`src/rtl/qenc_sample_sched.sv`:
```
// Quadrature counter sequencer: clear/preset strobes, periodic position/delta
// snapshots into a small FIFO, DMA request and compare-hit pulse.
module qenc_sample_sched #(
  parameter int PERIOD_W   = 24,
  parameter int FIFO_DEPTH = 8,
  parameter int FIFO_AW    = 3,
  parameter int DMA_THRESH = 4
) (
  input  logic                sys_clock,
  input  logic                cpld_rst_out_data,
  input  logic                enable,
  input  logic [PERIOD_W-1:0] period,
  input  logic                clr_req,
  input  logic                load_req,
  input  logic [31:0]         load_val,
  input  logic [31:0]         plus_cnt,
  output logic                cnt_clr,
  output logic                cnt_load,
  output logic [31:0]         cnt_load_val,
  input  logic                cmp_en,
  input  logic [31:0]         cmp_val,
  output logic                cmp_irq,
  input  logic                pop,
  output logic [31:0]         fifo_pos,
  output logic [31:0]         fifo_delta,
  output logic [FIFO_AW:0]    fifo_level,
  output logic                fifo_empty,
  output logic                ovf,
  input  logic                ovf_clr,
  output logic                dma_req,
  output logic                busy
);

  localparam logic [FIFO_AW:0] LVL_FULL = (FIFO_AW+1)'(FIFO_DEPTH);
  localparam logic [FIFO_AW:0] LVL_DMA  = (FIFO_AW+1)'(DMA_THRESH);

  typedef enum logic [2:0] {IDLE, PRIME, RUN, CAPTURE, SETTLE} state_t;

  state_t              state, state_nxt;
  logic [PERIOD_W-1:0] timer, timer_nxt;
  logic                settle_cnt, settle_nxt;
  logic [31:0]         prev, last_cnt;
  logic                cmd;

  assign cmd = clr_req | load_req;

  always_ff @(posedge sys_clock or negedge cpld_rst_out_data) begin
    if (!cpld_rst_out_data) begin
      state      <= IDLE;
      timer      <= '0;
      settle_cnt <= 1'b0;
    end else begin
      state      <= state_nxt;
      timer      <= timer_nxt;
      settle_cnt <= settle_nxt;
    end
  end

  always_comb begin
    state_nxt  = state;
    timer_nxt  = timer;
    settle_nxt = settle_cnt;
    unique case (state)
      IDLE: begin
        timer_nxt = '0;
        if (enable) state_nxt = PRIME;
      end
      PRIME: begin
        timer_nxt = '0;
        state_nxt = RUN;
      end
      RUN: begin
        if (timer == period) begin
          timer_nxt = '0;
          state_nxt = CAPTURE;
        end else begin
          timer_nxt = timer + 1'b1;
        end
      end
      CAPTURE: state_nxt = RUN;
      SETTLE: begin
        settle_nxt = 1'b1;
        if (settle_cnt) begin
          settle_nxt = 1'b0;
          state_nxt  = PRIME;
        end
      end
      default: state_nxt = IDLE;
    endcase
    // Re-prime after any counter jump so no snapshot delta straddles it.
    if (cmd) begin
      state_nxt  = SETTLE;
      settle_nxt = 1'b0;
      timer_nxt  = '0;
    end
    if (!enable) begin
      state_nxt  = IDLE;
      settle_nxt = 1'b0;
      timer_nxt  = '0;
    end
  end

  assign busy = (state != IDLE);

  always_ff @(posedge sys_clock or negedge cpld_rst_out_data) begin
    if (!cpld_rst_out_data) begin
      cnt_clr      <= 1'b0;
      cnt_load     <= 1'b0;
      cnt_load_val <= '0;
    end else begin
      cnt_clr  <= clr_req;
      cnt_load <= load_req & ~clr_req;
      if (load_req && !clr_req) cnt_load_val <= load_val;
    end
  end

  // Snapshot FIFO
  logic [FIFO_DEPTH-1:0][31:0] mem_pos, mem_delta;
  logic [FIFO_AW-1:0]          wptr, rptr;
  logic                        push_req, full, do_push, do_pop;
  logic [31:0]                 delta;

  assign delta    = plus_cnt - prev;
  assign push_req = (state == CAPTURE) && enable;
  assign full     = (fifo_level == LVL_FULL);
  assign do_pop   = pop && !fifo_empty;
  assign do_push  = push_req && (!full || do_pop);

  always_ff @(posedge sys_clock) begin
    if (do_push) begin
      mem_pos[wptr]   <= plus_cnt;
      mem_delta[wptr] <= delta;
    end
  end

  always_ff @(posedge sys_clock or negedge cpld_rst_out_data) begin
    if (!cpld_rst_out_data) begin
      wptr       <= '0;
      rptr       <= '0;
      fifo_level <= '0;
      ovf        <= 1'b0;
      prev       <= '0;
    end else begin
      if (do_push) wptr <= wptr + 1'b1;
      if (do_pop)  rptr <= rptr + 1'b1;
      if (do_push && !do_pop)      fifo_level <= fifo_level + 1'b1;
      else if (do_pop && !do_push) fifo_level <= fifo_level - 1'b1;
      if (push_req && full && !do_pop) ovf <= 1'b1;
      else if (ovf_clr)                ovf <= 1'b0;
      if (state == PRIME || state == CAPTURE) prev <= plus_cnt;
    end
  end

  assign fifo_empty = (fifo_level == '0);
  assign fifo_pos   = fifo_empty ? '0 : mem_pos[rptr];
  assign fifo_delta = fifo_empty ? '0 : mem_delta[rptr];
  assign dma_req    = (fifo_level >= LVL_DMA);

  // Edge-detected compare: fires on arrival at cmp_val, not while dwelling.
  always_ff @(posedge sys_clock or negedge cpld_rst_out_data) begin
    if (!cpld_rst_out_data) begin
      last_cnt <= '0;
      cmp_irq  <= 1'b0;
    end else begin
      last_cnt <= plus_cnt;
      cmp_irq  <= cmp_en && (plus_cnt == cmp_val) && (last_cnt != cmp_val);
    end
  end

endmodule
```
`config.mk`:
```
export PLATFORM = sky130hd
export DESIGN_NAME = qenc_sample_sched
export DESIGN_NICKNAME = d
export VERILOG_FILES = /design/src/rtl/qenc_sample_sched.sv
export SDC_FILE = /design/constraint.sdc
export NUM_CORES = 1
export LEC_CHECK = 0
export ABC_AREA = 1
export CAP_MARGIN = 20
export CORE_MARGIN = 5
export CORE_UTILIZATION = 53
export DETAILED_ROUTE_END_ITERATION = 16
export PLACE_DENSITY = 0.77
export RECOVER_POWER = 50
export SYNTH_ARGS = -nofsm -noshare
export SYNTH_HDL_FRONTEND = slang
export SYNTH_SLANG_ARGS = --single-unit
export TNS_END_PERCENT = 50
```
`constraint.sdc`:
```
create_clock -name sys_clock -period 5.45 [get_ports sys_clock]
set_input_delay 1.09 -clock sys_clock [delete_from_list [all_inputs] [get_ports sys_clock]]
set_output_delay 1.09 -clock sys_clock [all_outputs]
set_load 0.05 [all_outputs]
```
; Word level (Yosys, flattened, before mapping)
; Index checks and enable logic that the tools add are counted.
[op_classes]
addsub = 6
order_cmp = 4
eq_ne = 12
mux = 27
bitwise = 3
reduce_logical = 26
[op_table]
columns = op, count
row1 = 256-bit bitwise mux, 2
row2 = 32-bit binary-select mux with 3-bit select, 2
row3 = 32-bit 2-to-1 mux, 5
row4 = 32-bit demux with 3-bit select, 1
row5 = 24-bit 2-to-1 mux, 3
row6 = 24-bit case mux with 2 select lines, 1
row7 = 32-bit == test, 1
row8 = 32-bit != test, 1
row9 = 32-bit subtractor, 1
row10 = "24-bit by 1-bit adder with 24-bit output, second input constant", 1
row11 = 24-bit == test, 1
row12 = 3-bit 2-to-1 mux, 4
row13 = 3-bit case mux with 4 select lines, 1
row14 = 1-bit logical AND, 11
row15 = "3-bit by 4-bit < comparator with 1-bit output, second input constant", 2
row16 = 4-bit 2-to-1 mux, 2
row17 = "4-bit != test, second input constant", 2
row18 = "3-bit by 1-bit adder with 3-bit output, second input constant", 2
row19 = "3-bit by 2-bit == test with 1-bit output, second input constant", 2
row20 = 1-bit 2-to-1 mux, 6
row21 = 1-bit zero test, 5
row22 = "4-bit by 1-bit adder with 4-bit output, second input constant", 1
row23 = "4-bit == test, second input constant", 1
row24 = "4-bit by 3-bit greater-or-equal comparator with 1-bit output, second input constant", 1
row25 = other kinds (16), 19
[word_totals]
reg_bits = 650
input_bits = 128
out_inout_bits = 107
wordCells = 107

; Depth between registers and ports, before layout
[logic_depth]
word_depth = 9
mapped_depth = 14
depth_no_buf = 14

; Least setup slack after synthesis
; No wires, ideal clock.
[synth_path]
path_type = input to register
from = input port enable
to = register mem_delta[0] (netlist bit) (enable)
setup_time_ns = 0.565
t_arrival_ns = 6.097
t_required_ns = 4.885
path_slack_ns = -1.212
stages = 5
path_buffers = 0
path_cell_list = inv_1 -> nor3_1 -> nand2_1 -> or2_2 -> nor3_1
[synth_between]
elab_chain_cells = 2
[synth_lines]
columns = item, line
row1 = start: declaration, 11  ; input logic enable,
row2 = 1-bit logical AND, 124  ; assign push_req = (state == CAPTURE) && enable;
row3 = 1-bit logical AND, 127  ; assign do_push = push_req && (!full || do_pop);
row4 = end signal: indexed assignment, 132  ; mem_delta[wptr] <= delta;
row5 = end: declaration, 118  ; logic [FIFO_DEPTH-1:0][31:0] mem_pos, mem_delta;
; Every way passes these cells.
; A chain may end at the register's enable or synchronous reset.

; Worst setup path after layout
[layout_path]
from = register rptr[1]
to = output port fifo_delta[3]
[layout_between]
elab_chain_cells = 3
[layout_lines]
columns = item, line
row1 = start: declaration, 119  ; logic [FIFO_AW-1:0] wptr, rptr;
row2 = start signal: assignment, 145  ; if (do_pop) rptr <= rptr + 1'b1;
row3 = 32-bit binary-select mux with 3-bit select, 156  ; assign fifo_delta = fifo_empty ? '0 : mem_delta[rptr];
row4 = 32-bit 2-to-1 mux (implied by the code), 156
row5 = 32-bit 2-to-1 mux, 156
row6 = end: declaration, 25  ; output logic [31:0] fifo_delta,
; Every way passes these cells. The select of a mux whose other input is x is not followed.

==> summary.txt <==
Floorplan
  • Die Height: roughly 240 µm
  • I/O Pins: approximately 240
  • Core ar.: 53800 µm²
  • Row cnt: 85
  • Initial Utilization: roughly 53%
  • Die area: approximately 59000 µm²
  • Die Wd: 243 µm

CTS
  • Inserted Clock Buffers: 68
  • # resized after CTS: 0
  • Root Buffer: clkbuf_16
  • Max Root-Sink Buffers: 3
  • # Post-CTS Setup Buffers: 0
  • Worst-Skew Late Latency: about 0.63 ns
  • Hold buffer count at cts: 0
  • TritonCTS clock tree: yes
  • H-Tree Depth: 3
  • Clk sinks: 650
  • Worst-path clk slew: roughly 0.06 ns

Timing
  • Tmin final: 4.84 ns
  • Final setup margin: around 0.61 ns
  • Slew Viols, Final: 204
  • Setup TNS: 0 ns
  • Fmax: between 0.2 and 0.25 GHz
  • Period utilisation layout: around nine tenths
  • Clock Skew: ~0.045 ns
  • Headroom to the max-slew limit: -78.6%
  • RSZ-0062 raised after global routing: no
  • Final Hold Vio Count: 0
  • Final setup violation count: 0
  • Tightest Pin Transition: approximately 2.7 ns

Yosys
  • Sequential area share after synthesis: around two thirds
  • Mapped Cells: ~2700
  • Post-synth EDFFs: slightly above 500
  • Net count after synthesis: between 2000 and 3000
  • Mapped Avg Cell Area: ~11 µm²
  • #FFs+latches synth: 650
  • Post-synth ARST share: between 20% and 30%
  • Yosys warnings: 0
  • Ys flop type: edfxtp_1
  • Synthesized cell area: 28700 µm²
  • Yosys cell types: 43

Detailed routing
  • Final WL: ~78000 µm
  • Vias: 21200
  • DR iter-0 viols: 1833
  • Drt drc: 0
  • Average wire per standard cell: around 21 µm
  • First-pass DRT Iterations: 5
  • Via/cell ratio: slightly below 6
  • Antenna Violating Nets Remaining: 0

GRT
  • Global-route wire length before repair: roughly 120000 µm
  • Vias in the first global route: roughly 22000
  • GRT overflow: 0
  • Initial antenna violation count: 10
  • GR Util All Layers: about a quarter
  • Largest net degree at the start of global routing: ~170

Hold path
  • Worst min path class: reg -> reg
  • Hold Startpoint: cnt_load_val[21]
  • Worst Hold End: cnt_load_val[21]
  • WHS Path Cells: 2

Power
  • Cell leakage power: 12.7 nW
  • PD cells: 531 nW/µm²
  • Final Total Pwr: 18.1 mW
  • Maximum vdd ir drop: 0.000488 V

Placement
  • GP Congestion: a little over 0.9
  • I/O Buffers: 234
  • DP HPWL: ~49000 µm
  • Pre-CTS WS: 1.25 ns

Final layout
  • Final Util: roughly 63%
  • Share of layout cells above drive strength 1: 5.59%
  • NumNets Final: 3087
  • Area growth syn-to-layout: 18.4%

Worst setup path
  • FF-to-FF path depth: 6
  • Reg2Reg Capture Point: mem_delta[81]
  • Reg2reg setup slack: 1.86 ns
  • Crit path DAT: between 3 and 4 ns
  • Crit path capture type: primary output
  • Worst R2R Start: fifo_level[0]
  • CP Max Fanout: 97
  • Critical path type: reg -> out
  • WP data required: 4.36 ns
  • Crit path launch type: flip-flop

Status
  • Outcome: finished, violations left
  • Failing checks: max-capacitance violations, max-slew violations

Run
  • Max-cap viol count: 4
kinds of logic after synthesis:
group                      synth area share (%)
adders and majority gates                  1.75
DFF                                        65.5
xor gates and xnor gates                   2.26
buffers and inverters                      4.62
and+or+nand+nor                            16.2
AOI/OAI and AO/OA                          9.63
state kept, by name, summed over array words and instances (netlist names), 3 cells and up:
| signal | count |
|---|---|
| prev | 32 |
| state | 3 |
| timer | 24 |
| mem_pos | 256 |
| rptr | 3 |
| fifo_level | 4 |
| mem_delta | 256 |
| wptr | 3 |
| cnt_load_val | 32 |
| last_cnt | 32 |
power by group:
part	switching (mW)	total [mW]	internal, mW
sequential	0.197	5.99	5.80
clock	1.92	4.68	2.76
combinational	5.18	7.39	2.21
total	7.29	18.1	10.8
synth_stat cells, types with 12 or more instances:
| library cell | count | area [µm²] |
|---|---|---|
| xor2_1 | 33 | 289 |
| nand3_1 | 46 | 230 |
| xnor2_1 | 41 | 359 |
| nand4_1 | 14 | 87.6 |
| clkbuf_1 | 57 | 214 |
| nand2_1 | 433 | 1630 |
| nor2_2 | 13 | 81.3 |
| o21ai_0 | 196 | 981 |
| dfrtp_1 | 138 | 3450 |
| a21oi_1 | 41 | 205 |
| o21ai_1 | 56 | 280 |
| edfxtp_1 | 512 | 15400 |
| buf_6 | 12 | 135 |
| inv_1 | 179 | 672 |
| nor3_1 | 26 | 130 |
| ha_1 | 37 | 463 |
| o32ai_1 | 128 | 1120 |
| nor2_1 | 618 | 2320 |
| buf_2 | 29 | 145 |
worst max-delay path, cell delays in order, from the launching register on:
cell and delay (ns):
dfrtp_4 1.08, buf_4 0.46, o21ai_0 0.20, o32ai_1 0.21, nor2_1 0.07, nor2_1 0.19
clkdlybuf4s50_1 0.83
routing by layer:
metal,vias to the layer above,track usage (%),part of all wire (%)
met5,-,0,0.076
met4,10,12.7,4.7
met3,204,7.50,10
met2,1012,41.8,47
met1,10300,32.7,38
li1,9712,-,-
worst max-delay path by stage:
stage / start / to / slack (ns) / depth (start not counted)
final: rptr[1] / fifo_delta[3] / 0.61 / 6
after floorplan: enable / mem_delta[32] / -1.11 / 6
after detailed placement: plus_cnt[1] / mem_delta[76] / 1.25 / 9
after CTS: rptr[0] / fifo_pos[27] / 0.60 / 7
after global placement: rptr[1] / fifo_pos[15] / 1.33 / 6
after global routing: rptr[1] / fifo_pos[15] / 0.42 / 6
through the flow:
stage	hold slack, ns	cells	area, µm²
2_1_floorplan	0.457	2684	28700
3_3_place_gp	0.452	3545	31900
3_5_place_dp	0.458	3545	31900
4_1_cts	0.473	3665	34200
5_1_grt	0.490	3668	34000
6_report	0.464	3670	34000
placed cells by master, fill, tap and decap left out, types with 4 or more instances in the layout:
cell               n
o21ai_1           56
xnor2_1           41
clkinv_2           7
nor3_1            24
xor2_1            33
clkdlybuf4s50_1  182
o21ai_0          196
inv_1            178
o22ai_1            5
clkbuf_1          39
nand4_1           15
buf_12            10
nor2_4             7
nor2_2            12
clkinv_1          10
nand3_1           46
clkbuf_8           6
o32ai_1          128
nor2_1           613
dfrtp_1          135
ha_1              37
o21a_1             5
edfxtp_1         512
a21o_1             4
nand2_1          436
bufinv_16          6
a21oi_1           41
buf_4             11
clkbuf_16         71
diode_2            4
or2_2              9
inv_2              6
dlygate4sd3_1     51
inv_6              4
layout make-up:
class | count | area, µm²
Timing Repair Buffer | 284 | 2730
Fill cell | 4104 | 19800
Inverter | 186 | 704
Clock inverter | 31 | 347
Tap cell | 696 | 871
Multi-Input combinational cell | 1730 | 8610
Antenna cell | 4 | 10.0
Sequential cell | 650 | 18800
Clock buffer | 89 | 1900
No activity file was read; power rests on OpenSTA's default activity.
==> RTL change (same flow settings) <==
Register the input `period` before use, cleared by the reset. The logic sees it one clock later. The other inputs are not delayed to match.
--- a/src/rtl/qenc_sample_sched.sv
+++ b/src/rtl/qenc_sample_sched.sv
@@ -37,4 +37,14 @@
   typedef enum logic [2:0] {IDLE, PRIME, RUN, CAPTURE, SETTLE} state_t;
 
+  logic [PERIOD_W-1:0] period_q;
+
+  always_ff @(posedge sys_clock or negedge cpld_rst_out_data) begin
+    if (!cpld_rst_out_data) begin
+      period_q <= '0;
+    end else begin
+      period_q <= period;
+    end
+  end
+
   state_t              state, state_nxt;
   logic [PERIOD_W-1:0] timer, timer_nxt;
@@ -71,5 +81,5 @@
       end
       RUN: begin
-        if (timer == period) begin
+        if (timer == period_q) begin
           timer_nxt = '0;
           state_nxt = CAPTURE;
Behaviour: not the same (Yosys sat finds a counterexample within 10 cycles, from zero or initial values and one cycle with cpld_rst_out_data low).
==> RTL change against the unedited design <==
The flow still finishes with violations (max-capacitance violations, max-slew violations). Sequential cell count increased by 24. Routed wire length decreased by 4.0%. Area after synthesis is 2.0% higher. Clock skew shrank 25 ps. Design area is 1.8% higher. Count of clock-buffer cells in the layout is 1 higher. Worst setup slack improved by 12 ps. Power up 0.85%. Sequential power up 3%. Critical path type unchanged. Critical endpoint is now fifo_pos[0]. Highest routed layer is now met4.
==> RTL change: results (changes against the unedited design) <==
----------------------------------------------------
[STA]
  Number of slew-limit violations in the final report ... 208 (+2.0%)
  Skew final ... 20.3 ps (-24.9 ps)
  Relative slew margins ... -0.526 (+0.260)
  Fin Hold WS ... 466 ps (+2.30 ps)

[Run]
  Max-Cap Viols ... 4 (unchanged)

[Logic synthesis]
  Netlist area before placement ... 29300 um^2 (+2.0%)
  Area share of xor/xnor cells in the synthesized design ... 0.0221 (-0.000437)
  Commonest cells in the netlist ... sky130_fd_sc_hd__nor2_1, sky130_fd_sc_hd__edfxtp_1, sky130_fd_sc_hd__nand2_1
  Number of library cell types mapped by synthesis ... 42 (-2.3%)
  Post-synth net total ... 2875 (+0.84%)
  Async S/R FF share, synth ... 0.240 (+0.0280)
  Compound-gate portion of the synthesized area ... 0.0944 (-0.00187)

[Placed design]
  Global placer's final weighted congestion ... 0.931 (+1.2%)
  Half-perimeter wire length of the detailed placement result ... 45700 um (-6.6%)
  Setup WS pre-CTS ... 1270 ps (+18.5 ps)
  Post-placement cell area ... 32600 um^2 (+2.2%)

[Pwr]
  Net Sw Frac ... 0.403 (-0.00102)
  Power in combinational cells ... 0.00741 W (about the same)
  Power drawn by the clock network ... 0.00464 W (-0.9%)
  Leakage ... 13.0 nW (+2.3%)

[Layout]
  Layout Area Growth over Synthesis ... 18.2%
  Area occupied by multi-input gates ... 8590 um^2 (-0.19%)
  Fill count ... 4169 (+1.6%)
  Fraction of area in clock buffers and inverters ... 0.0638 (-0.00236)
  Share of post-route cells with drive strength above 1 ... 0.0533 (-0.00261)
  Non-clock buffering overhead in the final layout ... 0.0794 (-0.000950)
  # clk buffers ... 90 (+1.1%)
  Flip-flop and latch area ... 19400 um^2 (+3.2%)

[Critical path]
  Crit path launch ... rptr[0]
  Crit path max-delay cell type ... sky130_fd_sc_hd__clkdlybuf4s50_1
  R2R cell count ... 5 (-1)
  Setup slack, reg-to-reg ... 1840 ps (-20 ps)
  Worst Path Max Fanout ... 96 (-1.0%)
  R2r endpoint ... mem_delta[129]

[Route]
  Pre-antenna DRT Iters ... 8 (+3)
  Total wire length ... 75000 um (-4.0%)
  DRT iter0 DRCs ... 1967 (+7.3%)

[GRT]
  GR Util met1 ... 0.318 (-0.00886)
  Fraction of met3 tracks used by global routing ... 0.0458 (-0.0292)
  Met2 GRT Util ... 0.418 (-0.000564)
  Initial antenna violation count ... 4 (-6)
  Pin count of the biggest net entering global routing ... 97 (-44%)
  Global Route Usage Sum ... 0.246 (-0.0148)
  Wire length of the first global-routing pass ... 116000 um (-3.6%)
  Number of global-route vias before repair ... 21073 (-2.3%)

[Run status]
  Violated checks ... max-capacitance violations, max-slew violations
  Result of the run ... finished with violations

[Hold path]
  Worst Hold Path EP ... cnt_load_val[22]
  Worst Hold Launch ... cnt_load_val[22]

[Clocking]
  Number of buffers inserted during clock tree synthesis ... 69 (+1.5%)
  Sinks on the clock net ... 674 (+3.7%)
  Root buf cell ... sky130_fd_sc_hd__clkbuf_16

----------------------------------------------------
==> RTL change: changes by cell type after synthesis, moves of 5 or more <==
cell	delta
sky130_fd_sc_hd__dfrtp_1	+24
sky130_fd_sc_hd__clkbuf_1	+11
sky130_fd_sc_hd__nor2_1	+11
sky130_fd_sc_hd__nor2_2	-11
sky130_fd_sc_hd__clkbuf_2	-6
sky130_fd_sc_hd__buf_1	-5
==> RTL change: through the flow <==
stage           util  setup TNS [ps]  power, W  cells
2_1_floorplan      -          -70760    0.0113   2708
3_3_place_gp   0.593               0    0.0135   3628
3_5_place_dp   0.593               0    0.0137   3628
4_1_cts        0.633               0    0.0183   3751
5_1_grt        0.630               0    0.0190   3752
6_report       0.630               0    0.0182   3755
==> RTL change: layer usage <==
metal	part of all wire	wire, um
met5	0	0
met4	0.036	2680
met3	0.091	6850
met2	0.49	36800
met1	0.38	28600
==> RTL change: cells by family after synthesis <==
family | Yosys count
compound gates | 445
xor+xnor | 74
fa+ha+maj | 39
simple gates | 1172
buf+inv | 304
flops | 674
